--- src/rtl/div_pkg.sv ---
// rtl/div_pkg.sv - shared types and defaults for the sequential restoring divider
package div_pkg;

  typedef enum logic [1:0] {
    IDLE = 2'd0,
    CALC = 2'd1,
    DONE = 2'd2
  } state_t;

  localparam int DEF_DW = 8;
  localparam int DEF_VW = 4;
  localparam int DEF_CW = $clog2(DEF_DW);

  localparam logic [DEF_DW-1:0] DIV0_QUOT = {DEF_DW{1'b1}};

endpackage

--- src/rtl/div_step.sv ---
// rtl/div_step.sv - one restoring-division step: shift in a dividend bit, trial-subtract the divisor
module div_step #(
  parameter int VW = 4
) (
  input  logic [VW:0]   pr,
  input  logic          dvd_bit,
  input  logic [VW-1:0] divisor,
  output logic [VW:0]   pr_next,
  output logic          q_bit
);

  logic [VW:0] shifted;
  logic [VW:0] dvs_ext;

  // pr is one bit wider than the divisor, so the compare and subtract cannot wrap
  assign shifted = {pr[VW-1:0], dvd_bit};
  assign dvs_ext = {1'b0, divisor};

  always_comb begin
    pr_next = shifted;
    q_bit   = 1'b0;
    if (shifted >= dvs_ext) begin
      pr_next = shifted - dvs_ext;
      q_bit   = 1'b1;
    end
  end

endmodule

--- src/rtl/seq_divider.sv ---
// rtl/seq_divider.sv - iterative unsigned divider with valid/ready on both sides
// Optional DIV_ZERO_FAST_EN: a zero divisor skips CALC and reports from DONE one cycle after accept.
module seq_divider
  import div_pkg::*;
#(
  parameter int DW = DEF_DW,
  parameter int VW = DEF_VW
) (
  input  logic          clk,
  input  logic          rst,
  input  logic          in_valid,
  output logic          in_ready,
  input  logic [DW-1:0] dividend,
  input  logic [VW-1:0] divisor,
  output logic          out_valid,
  input  logic          out_ready,
  output logic [DW-1:0] quotient,
  output logic [VW-1:0] remainder,
  output logic          div_zero
);

  localparam int CW = $clog2(DW);

  state_t        state, state_next;
  logic [DW-1:0] dvd;
  logic [VW-1:0] dvs;
  logic [VW:0]   pr;
  logic [DW-1:0] quo;
  logic [CW-1:0] cnt;
  logic          dz;
  logic [VW:0]   pr_n;
  logic          q_bit;
  logic          div0_in;

  assign div0_in = (divisor == '0);

  div_step #(.VW(VW)) u_step (
    .pr      (pr),
    .dvd_bit (dvd[DW-1]),
    .divisor (dvs),
    .pr_next (pr_n),
    .q_bit   (q_bit)
  );

  always_ff @(posedge clk) begin
    if (rst) state <= IDLE;
    else     state <= state_next;
  end

  always_comb begin
    state_next = state;
    in_ready   = 1'b0;
    out_valid  = 1'b0;
    case (state)
      IDLE: begin
        in_ready = 1'b1;
        if (in_valid) begin
`ifdef DIV_ZERO_FAST_EN
          state_next = div0_in ? DONE : CALC;
`else
          state_next = CALC;
`endif
        end
      end
      CALC: begin
        if (cnt == '0) state_next = DONE;
      end
      DONE: begin
        out_valid = 1'b1;
        if (out_ready) state_next = IDLE;
      end
      default: state_next = IDLE;
    endcase
  end

  always_ff @(posedge clk) begin
    if (rst) begin
      dvd <= '0;
      dvs <= '0;
      pr  <= '0;
      quo <= '0;
      cnt <= '0;
      dz  <= 1'b0;
    end else begin
      case (state)
        IDLE: begin
          if (in_valid) begin
            dvd <= dividend;
            dvs <= divisor;
            pr  <= '0;
            quo <= '0;
            cnt <= CW'(DW - 1);
            dz  <= div0_in;
`ifdef DIV_ZERO_FAST_EN
            if (div0_in) quo <= {DW{1'b1}};
`endif
          end
        end
        CALC: begin
          pr  <= pr_n;
          dvd <= {dvd[DW-2:0], 1'b0};
          quo <= {quo[DW-2:0], q_bit};
          cnt <= cnt - CW'(1);
          // a zero divisor leaves garbage in pr; pin the reported result on the last step
          if (cnt == '0 && dz) begin
            quo <= {DW{1'b1}};
            pr  <= '0;
          end
        end
        default: ;
      endcase
    end
  end

  assign quotient  = quo;
  assign remainder = pr[VW-1:0];
  assign div_zero  = dz;

endmodule

--- config.mk ---
export PLATFORM = sky130hd
export DESIGN_NAME = seq_divider
export DESIGN_NICKNAME = d
export VERILOG_FILES = /design/src/rtl/div_pkg.sv /design/src/rtl/div_step.sv /design/src/rtl/seq_divider.sv
export SDC_FILE = /design/constraint.sdc
export NUM_CORES = 1
export LEC_CHECK = 0
export CAP_MARGIN = 0
export CORE_MARGIN = 2
export CORE_UTILIZATION = 45
export DETAILED_ROUTE_END_ITERATION = 8
export PLACE_DENSITY = 0.72
export SLEW_MARGIN = 10
export SYNTH_ARGS = -nofsm -noshare
export SYNTH_HDL_FRONTEND = slang
export SYNTH_SLANG_ARGS = --single-unit
--- constraint.sdc ---
create_clock -name clk -period 3.55 [get_ports clk]
set_clock_uncertainty 0.05 [all_clocks]
set_input_delay 0.355 -clock clk [delete_from_list [all_inputs] [get_ports clk]]
set_output_delay 0.355 -clock clk [all_outputs]
set_load 0.01 [all_outputs]
## Word-level counts from Yosys, hierarchy flattened

Index checks and enable logic that the tools add are counted.

| operators by class | value |
|---|---|
| add/sub/neg operators | 2 |
| multipliers | 0 |
| divide/modulo/power cells | 0 |
| magnitude comparators | 1 |
| equality and inequality tests | 5 |
| shift operators | 0 |
| mux-type cells | 18 |
| bitwise logic cells | 0 |
| reductions and logical operators | 8 |

Operators by type and width:

| operator | count |
|---|---|
| $pmux 8 s2 | 2 |
| $mux 8 | 3 |
| $mux 4 | 3 |
| $pmux 4 s2 | 1 |
| $mux 2 | 3 |
| $ne 2x2->1 const B | 3 |
| $pmux 2 s3 | 1 |
| $pmux 3 s2 | 1 |
| $ge 5x4->1 | 1 |
| $logic_not 4->1 | 1 |
| $reduce_and 2->1 | 2 |
| $sub 4x4->4 | 1 |
| $logic_not 3->1 | 1 |
| $mux 1 | 3 |
| $mux 3 | 1 |
| $reduce_and 3->1 | 1 |
| $sub 3x1->3 const B | 1 |
| $eq 2x1->1 const B | 1 |
| $eq 2x2->1 const B | 1 |
| $logic_not 2->1 | 1 |
| $reduce_bool 2->1 | 1 |
| $logic_and 1x1->1 | 1 |

| storage, ports and cells | value |
|---|---|
| flip-flop bits (word level) | 30 |
| bits in latches | 0 |
| memory bits (writable) | 0 |
| memory bits (read-only) | 0 |
| output and inout bits | 15 |
| memories | 0 |

## Depth between registers and ports, before layout

| logic depth | value |
|---|---|
| word-level depth | 4 |
| mapped depth | 7 |
| mapped depth without buffers | 6 |

## Cells and area by module

A second synthesis with hierarchy kept.

| second synthesis, totals | value |
|---|---|
| cell total of the unflattened synthesis | 184 |
| area total of the unflattened synthesis | 1,554.0 um^2 |

Modules (own cells, without submodules):

| module | times used | cells an instance | area an instance (um^2) |
|---|---|---|---|
| seq_divider | 1 | 149 | 1,306.3 |
| div_step | 1 | 35 | 247.7 |

## Least setup slack after synthesis

No wires, ideal clock.

| path | value |
|---|---|
| path kind | register -> register |
| start | reg pr[1] |
| end | reg pr[1] |
| arrival | 1.432 ns |
| setup slack | 1.951 ns |
| cell stages (with the launch flop) | 6 |
| path buffers | 0 |
| cell sequence | dfxtp_1 -> ha_1 -> or2_1 -> a21oi_1 -> o21ai_0 -> a32o_1 |

| on the way | value |
|---|---|
| word-level cells in the longest chain between the ends | 4 |

Ends and longest elaborated chain:

| what | line | source |
|---|---|---|
| start, declared | seq_divider.sv:27 | `logic [VW:0] pr;` |
| start signal, assigned | seq_divider.sv:100 | `pr <= pr_n;` |
| $ge 5x4->1 | div_step.sv:22 | `if (shifted >= dvs_ext) begin` |
| $mux 4 | div_step.sv:22 |  |
| $mux 4 | seq_divider.sv:105 | `if (cnt == '0 && dz) begin` |
| $pmux 4 s2 | seq_divider.sv:85 | `case (state)` |

Every way passes these cells.
A chain may end at the register's enable or synchronous reset.

## Worst setup path after layout

| path | value |
|---|---|
| start | reg state[0] |
| end | reg dvd[3] |

| on the way | value |
|---|---|
| word-level cells in the longest chain between the ends | 3 |

Ends and longest elaborated chain:

| what | line | source |
|---|---|---|
| start, declared | seq_divider.sv:24 | `state_t state, state_next;` |
| start signal, assigned | seq_divider.sv:47 | `else state <= state_next;` |
| $eq 2x1->1 / $logic_not 2->1 (equally long branches) | seq_divider.sv:85 |  |
| $reduce_bool 2->1 (no line) / $ne 2x2->1 (equally long branches) | - |  |
| $reduce_and 2->1 (no line) | - |  |
| end signal, assigned | seq_divider.sv:88 | `dvd <= dividend;` |
| end signal, assigned | seq_divider.sv:101 | `dvd <= {dvd[DW-2:0], 1'b0};` |
| end, declared | seq_divider.sv:25 | `logic [DW-1:0] dvd;` |

Several ways; a longest one is shown, not always the timed one.

==> flow_summary.json <==
{
  "die_w_um": 61.3,
  "drc": 0,
  "grt_use_met3_pct": 7.14,
  "wl_per_cell_um": 12.4,
  "placementRows": 20,
  "grt_antenna_before_repair": 0,
  "power.density_nw_per_um2": 474,
  "grt_use_total_pct": 18.8,
  "initial_core_util_pct": 48.0,
  "hold_path_class": "reg -> reg",
  "htree_levels": 2,
  "end_kind": "flop",
  "setup.worst_path.start_class": "flop",
  "routed_via_density": 5.18,
  "startpoint": "state[0]",
  "cts_setup_buffers": 0,
  "fp.dieH_um": 61.3,
  "overflow": 0,
  "clk_pin_slew_worst_paths_ps": 100,
  "status": "completed",
  "ir_worst_vdd_mv": 0.261,
  "finalHoldWorstSlack_ps": 409,
  "vias": 1279,
  "seq_area_frac_synth_pct": 40.6,
  "path_max_fanout": 18,
  "placedCellCount": 240,
  "cts_inserted_buffers": 5,
  "grt_max_degree": 29,
  "synth.avg_cell_area_um2": 8.44,
  "ant_nets": 0,
  "grtUsageMet1_pct": 23.7,
  "drv_slew": 0,
  "multi_input_area_um2": 777,
  "coreArea_um2": 3080,
  "clock_path_buffers": 2,
  "synth-seq-cells": 30,
  "grt_setup_unrepaired": "no",
  "fillers": 283,
  "crit_arrival_ps": 2190,
  "finalCriticalPeriod_ps": 2020,
  "critPathCapture": "dvd[3]",
  "root_buffer": "clkbuf_4",
  "crit_type": "reg -> reg",
  "period_share_pct": 56.9,
  "synth_edf_count": 0,
  "port_buffers": 30,
  "hold_viol_final": 0,
  "fin_util_pct": 60.4,
  "ctsHoldBuffers": 0,
  "ys_warn_count": 0,
  "clkSinkCount": 30,
  "fmax_mhz": 495,
  "grt_pass1_vias": 1106,
  "nets": 226,
  "synthCells": 175,
  "first_pass_iters": 4,
  "diodes": 0,
  "routabilityCongestion": 0.910,
  "grt-busiest-layer": "met2",
  "maxSlewHeadroom_pct": 18.7,
  "ys_types": 42,
  "drt-total-wl_mm": 3.07,
  "syn_area_um2": 1480,
  "dpl.hpwl_mm": 2.30,
  "cap_viol_max_count": 0,
  "timing.rr.end": "dvd[3]",
  "required_ps": 3720,
  "grt.met2_usage_pct": 29.2,
  "ff2ff_setup_slack_ps": 1530,
  "finalSetupViolations": 0,
  "clock_latency_ps": 340,
  "async_flop_share_pct": 0,
  "drt_iter0_markers": 43,
  "post_cts_resized": 0,
  "synthFlopType": "dfxtp_1",
  "ios": 31,
  "dieArea_um2": 3760,
  "area_growth_pct": 25.8,
  "seqCellArea_um2": 601,
  "drive_gt1_share_pct": 7.88,
  "tightestPinTransition_ps": 1220,
  "cts_tree": "built",
  "leakage_nw": 0.701,
  "grt_pass1_wl_mm": 5.04,
  "reg2reg_depth": 3,
  "fin_cells": 247,
  "syn-num-nets": 198,
  "fin_tns_setup_ps": 0,
  "timing.rr.start": "state[0]"
}
==> synth_stat cells, drive strengths merged (2+ instances only) <==
master,n,share of area (%)
a32o,3,2.0
nand3,3,1.0
nand2,36,9.1
nor4,2,1.3
nor2b,5,2.3
a21o,2,1.0
buf,8,3.7
clkbuf,2,0.51
dfxtp,30,41
o21bai,2,1.0
ha,6,5.1
nor2,11,2.8
nor3,2,1.0
inv,10,2.5
xnor2,2,1.2
o21ai,10,3.4
or2,2,1.0
a21oi,17,5.8
a311oi,7,5.0
==> flip-flops by register name, indices dropped and copies added, names as in the netlist <==
name / flops
div_zero: 1
pr: 4
state: 2
quotient: 8
dvd: 8
dvs: 4
cnt: 3
==> per-stage QoR <==
stage	power [mW]	worst slack [ps]	area [um^2]
3_5_place_dp	0.611	1580	1780
5_1_grt	0.933	1440	1860
4_1_cts	0.887	1550	1860
6_report	0.882	1530	1860
2_1_floorplan	0.552	1950	1480
3_3_place_gp	0.605	1640	1780
==> final cells by class <==
type / instances / area share, %
Sequential cell: 30 / 32.3
Tap cell: 44 / 2.96
Clock inverter: 1 / 1.62
Timing Repair Buffer: 31 / 16.6
Inverter: 10 / 2.02
Clock buffer: 6 / 2.76
Multi-Input combinational cell: 125 / 41.8
==> placed cells by master (no fill, tap or decap), types with 2 or more instances in the layout <==
cell type,Yosys,layout
nand2_1,36,36
nand3_1,3,3
o21ai_0,3,3
a311oi_1,5,5
nor2b_1,4,4
a21oi_1,17,17
a21o_1,2,2
clkbuf_4,0,5
a311oi_2,2,2
dfxtp_1,30,30
inv_1,10,10
nor2_1,11,11
clkdlybuf4s50_1,0,30
ha_1,6,6
a32o_1,3,3
o21bai_1,2,2
o21ai_1,7,7
xnor2_1,2,2
==> critical path, stage by stage, from the launching register on <==
cell      delay, ps
dfxtp_1         410
nor2b_1         970
nand2_1         140
a311oi_1        330
==> kinds of logic after synthesis <==
family	count (synthesis)	share of synthesized area [%]
AOI/OAI and AO/OA	50	23.9
xor gates and xnor gates	2	1.19
adders and majority gates	7	6.44
buffers and inverters	20	6.77
DFF	30	40.6
muxes	1	0.677
and+or+nand+nor	65	20.4
==> worst min-delay path by stage <==
stage | startpoint | endpoint | cells after the start
after floorplan | cnt[0] | cnt[0] | 2
after global placement | cnt[0] | cnt[0] | 2
after detailed placement | cnt[0] | cnt[0] | 2
after CTS | cnt[0] | cnt[0] | 2
after global routing | cnt[0] | cnt[0] | 2
final | cnt[0] | cnt[0] | 2
==> power breakdown <==
group | internal [mW] | switching, mW
registers | 0.364 | 0.0189
clock network | 0.164 | 0.115
logic | 0.104 | 0.117
==> metal layers <==
| layer | share of wire, % | wire length (um) |
|---|---|---|
| met4 | 1.6 | 48 |
| met3 | 5.1 | 157 |
| met2 | 46 | 1400 |
| met5 | 0 | 0 |
| met1 | 48 | 1460 |
Note: power is estimated with default switching activity, not from simulation.
==> edit (config.mk and constraints unchanged) <==
Build with the macro `DIV_ZERO_FAST_EN` defined.
--- a/src/rtl/seq_divider.sv
+++ b/src/rtl/seq_divider.sv
@@ -2,2 +2,4 @@
 // Optional DIV_ZERO_FAST_EN: a zero divisor skips CALC and reports from DONE one cycle after accept.
+`define DIV_ZERO_FAST_EN
+
 module seq_divider
Check against the original RTL: not equivalent (a bounded check fails within 4 cycles, from zero or initial values and one cycle with rst high).
==> edit against the unedited design <==
  * First-iteration DRC count decreased by 16%
  * Setup slack lost 0.043 ns
  * Sequential cell count unchanged
  * Synthesized area rose by 1.4%
  * Global-route usage shrank 0.16 points
  * Total power fell by 3.7%
  * Design area decreased by 0.13%
  * Sequential power up 3%
  * Wire length grew 1.5%
  * Cell count is 3.6% higher
==> edit: results (changes against the unedited design) <==
The xor and xnor area share after synthesis came to 1.17% (-0.017 points). The final worst hold slack was 0.402 ns (-0.00715 ns). The post-place instance area is 1790 um2 (+0.84%). The peak clock frequency supported by timing was 0.485 GHz (-2.1%).

The net count of the finished layout came out at 234 (+3.5%). The reported leakage power came to 0.740 nW (+5.4%). The largest vdd supply drop is 0.222 mV (-15%). The distinct cell type count after synthesis came out at 39 (-7.1%).

The post-route core utilization is 59.8% (-0.57 points). The flow ran to the end, and the final reports show no timing, DRC or antenna violations. In this run the worst setup path terminates at quotient[0]$_SDFFE_PP0P_. The total routing usage reported by global routing is 18.7% (-0.16 points).

The global-route wire length before repair came out at 5150 um (+2.2%). The multiplexer fraction of the synthesized cell area is 0.668% (-0.0096 points). The share of final-layout standard cells stronger than drive strength 1 came to 7.08% (-0.81 points). The critical path data arrival time is 2.21 ns (+0.02 ns). The total net switching power came out at 272 uW (+8.7%). The routed length per placed instance came out at 12.2 um (-2.0%). The non-clock buffer total of the final layout is 30 (-3.2%). By area the synthesized netlist is led by sky130_fd_sc_hd__dfxtp_1, sky130_fd_sc_hd__nand2_1, sky130_fd_sc_hd__nor2_1, sky130_fd_sc_hd__ha_1, sky130_fd_sc_hd__a311oi_1.

The maximum number of pins on one net before global-route repair came out at 23 (-21%). The power per cell area came to 457 nW/um2 (-3.6%). The combined area of the multi-input logic cells came out at 800 um2 (+2.9%).

The via count of the first global-routing pass is 1188 (+7.4%). The clock share of power was 25.8% (-5.8 points). The worst-case setup slack after placement came out at 1.30 ns (-0.285 ns). The number of cells in the design after placement came out at 248 (+3.3%).

The depth of the worst register-to-register path came to 4 (+1). For hold timing, the worst endpoint is quotient[7]$_SDFFE_PP0P_. The number of DRC markers after the initial detailed-route iteration came out at 36 (-16%).

The post-synthesis compound-gate area fraction is 19.4% (-4.5 points). The count of non-filler cells in the finished layout is 256 (+3.6%). The post-synthesis instance area came out at 1500 um2 (+1.4%). The peak per-stage delay on the critical path is 0.72 ns (-0.25 ns).

The filler cell count came out at 325 (+15%). The final-layout non-clock buffer area share came out at 16.2% (-0.38 points). The tightest slew margin relative to the limit came to 44.9% (+26 points).

By count the netlist is led by sky130_fd_sc_hd__nand2_1, sky130_fd_sc_hd__dfxtp_1, sky130_fd_sc_hd__nor2_1. The maximum net fanout on the critical path came out at 11 (-7). The number of multi-input combinational cells in the layout came out at 134 (+7.2%). The clock network contribution to total cell area is 3.44% (-0.94 points). The critical path starts at state[0]$_SDFFE_PP0P_. The post-synthesis adder-cell area fraction came out at 6.34% (-0.091 points). The fraction of the yosys area taken by sequential cells came out at 40.1% (-0.58 points). The number of cells produced by synthesis is 184 (+5.1%). The global placement routability congestion is 0.821 (-9.8%).
## edit: changes by cell type in the layout (fill, tap and decap cells not counted), moves of 2 or more
cell | unedited run | this run
sky130_fd_sc_hd__nor2_1 | 11 | 21
sky130_fd_sc_hd__a21oi_1 | 17 | 11
sky130_fd_sc_hd__nand2_1 | 36 | 39
sky130_fd_sc_hd__nand2b_1 | 1 | 4
sky130_fd_sc_hd__o21ai_0 | 3 | 0
sky130_fd_sc_hd__a311oi_1 | 5 | 7
sky130_fd_sc_hd__a311oi_2 | 2 | 0
## edit: routing by layer
metal / part of all wire [%] / vias to the layer above / track usage, %
li1: - / 682 / -
met1: 45 / 608 / 21.5
met2: 48 / 30 / 31.4
met3: 5.0 / 6 / 6.00
met4: 2.0 / 0 / 8.81
met5: 0 / - / 0
## edit: worst reg2reg max path, delay by kind of cell, from the launching register on
family	cells	cell delay, ns
simple gates	2	1.06
compound gates	2	0.29
flops	1	0.52
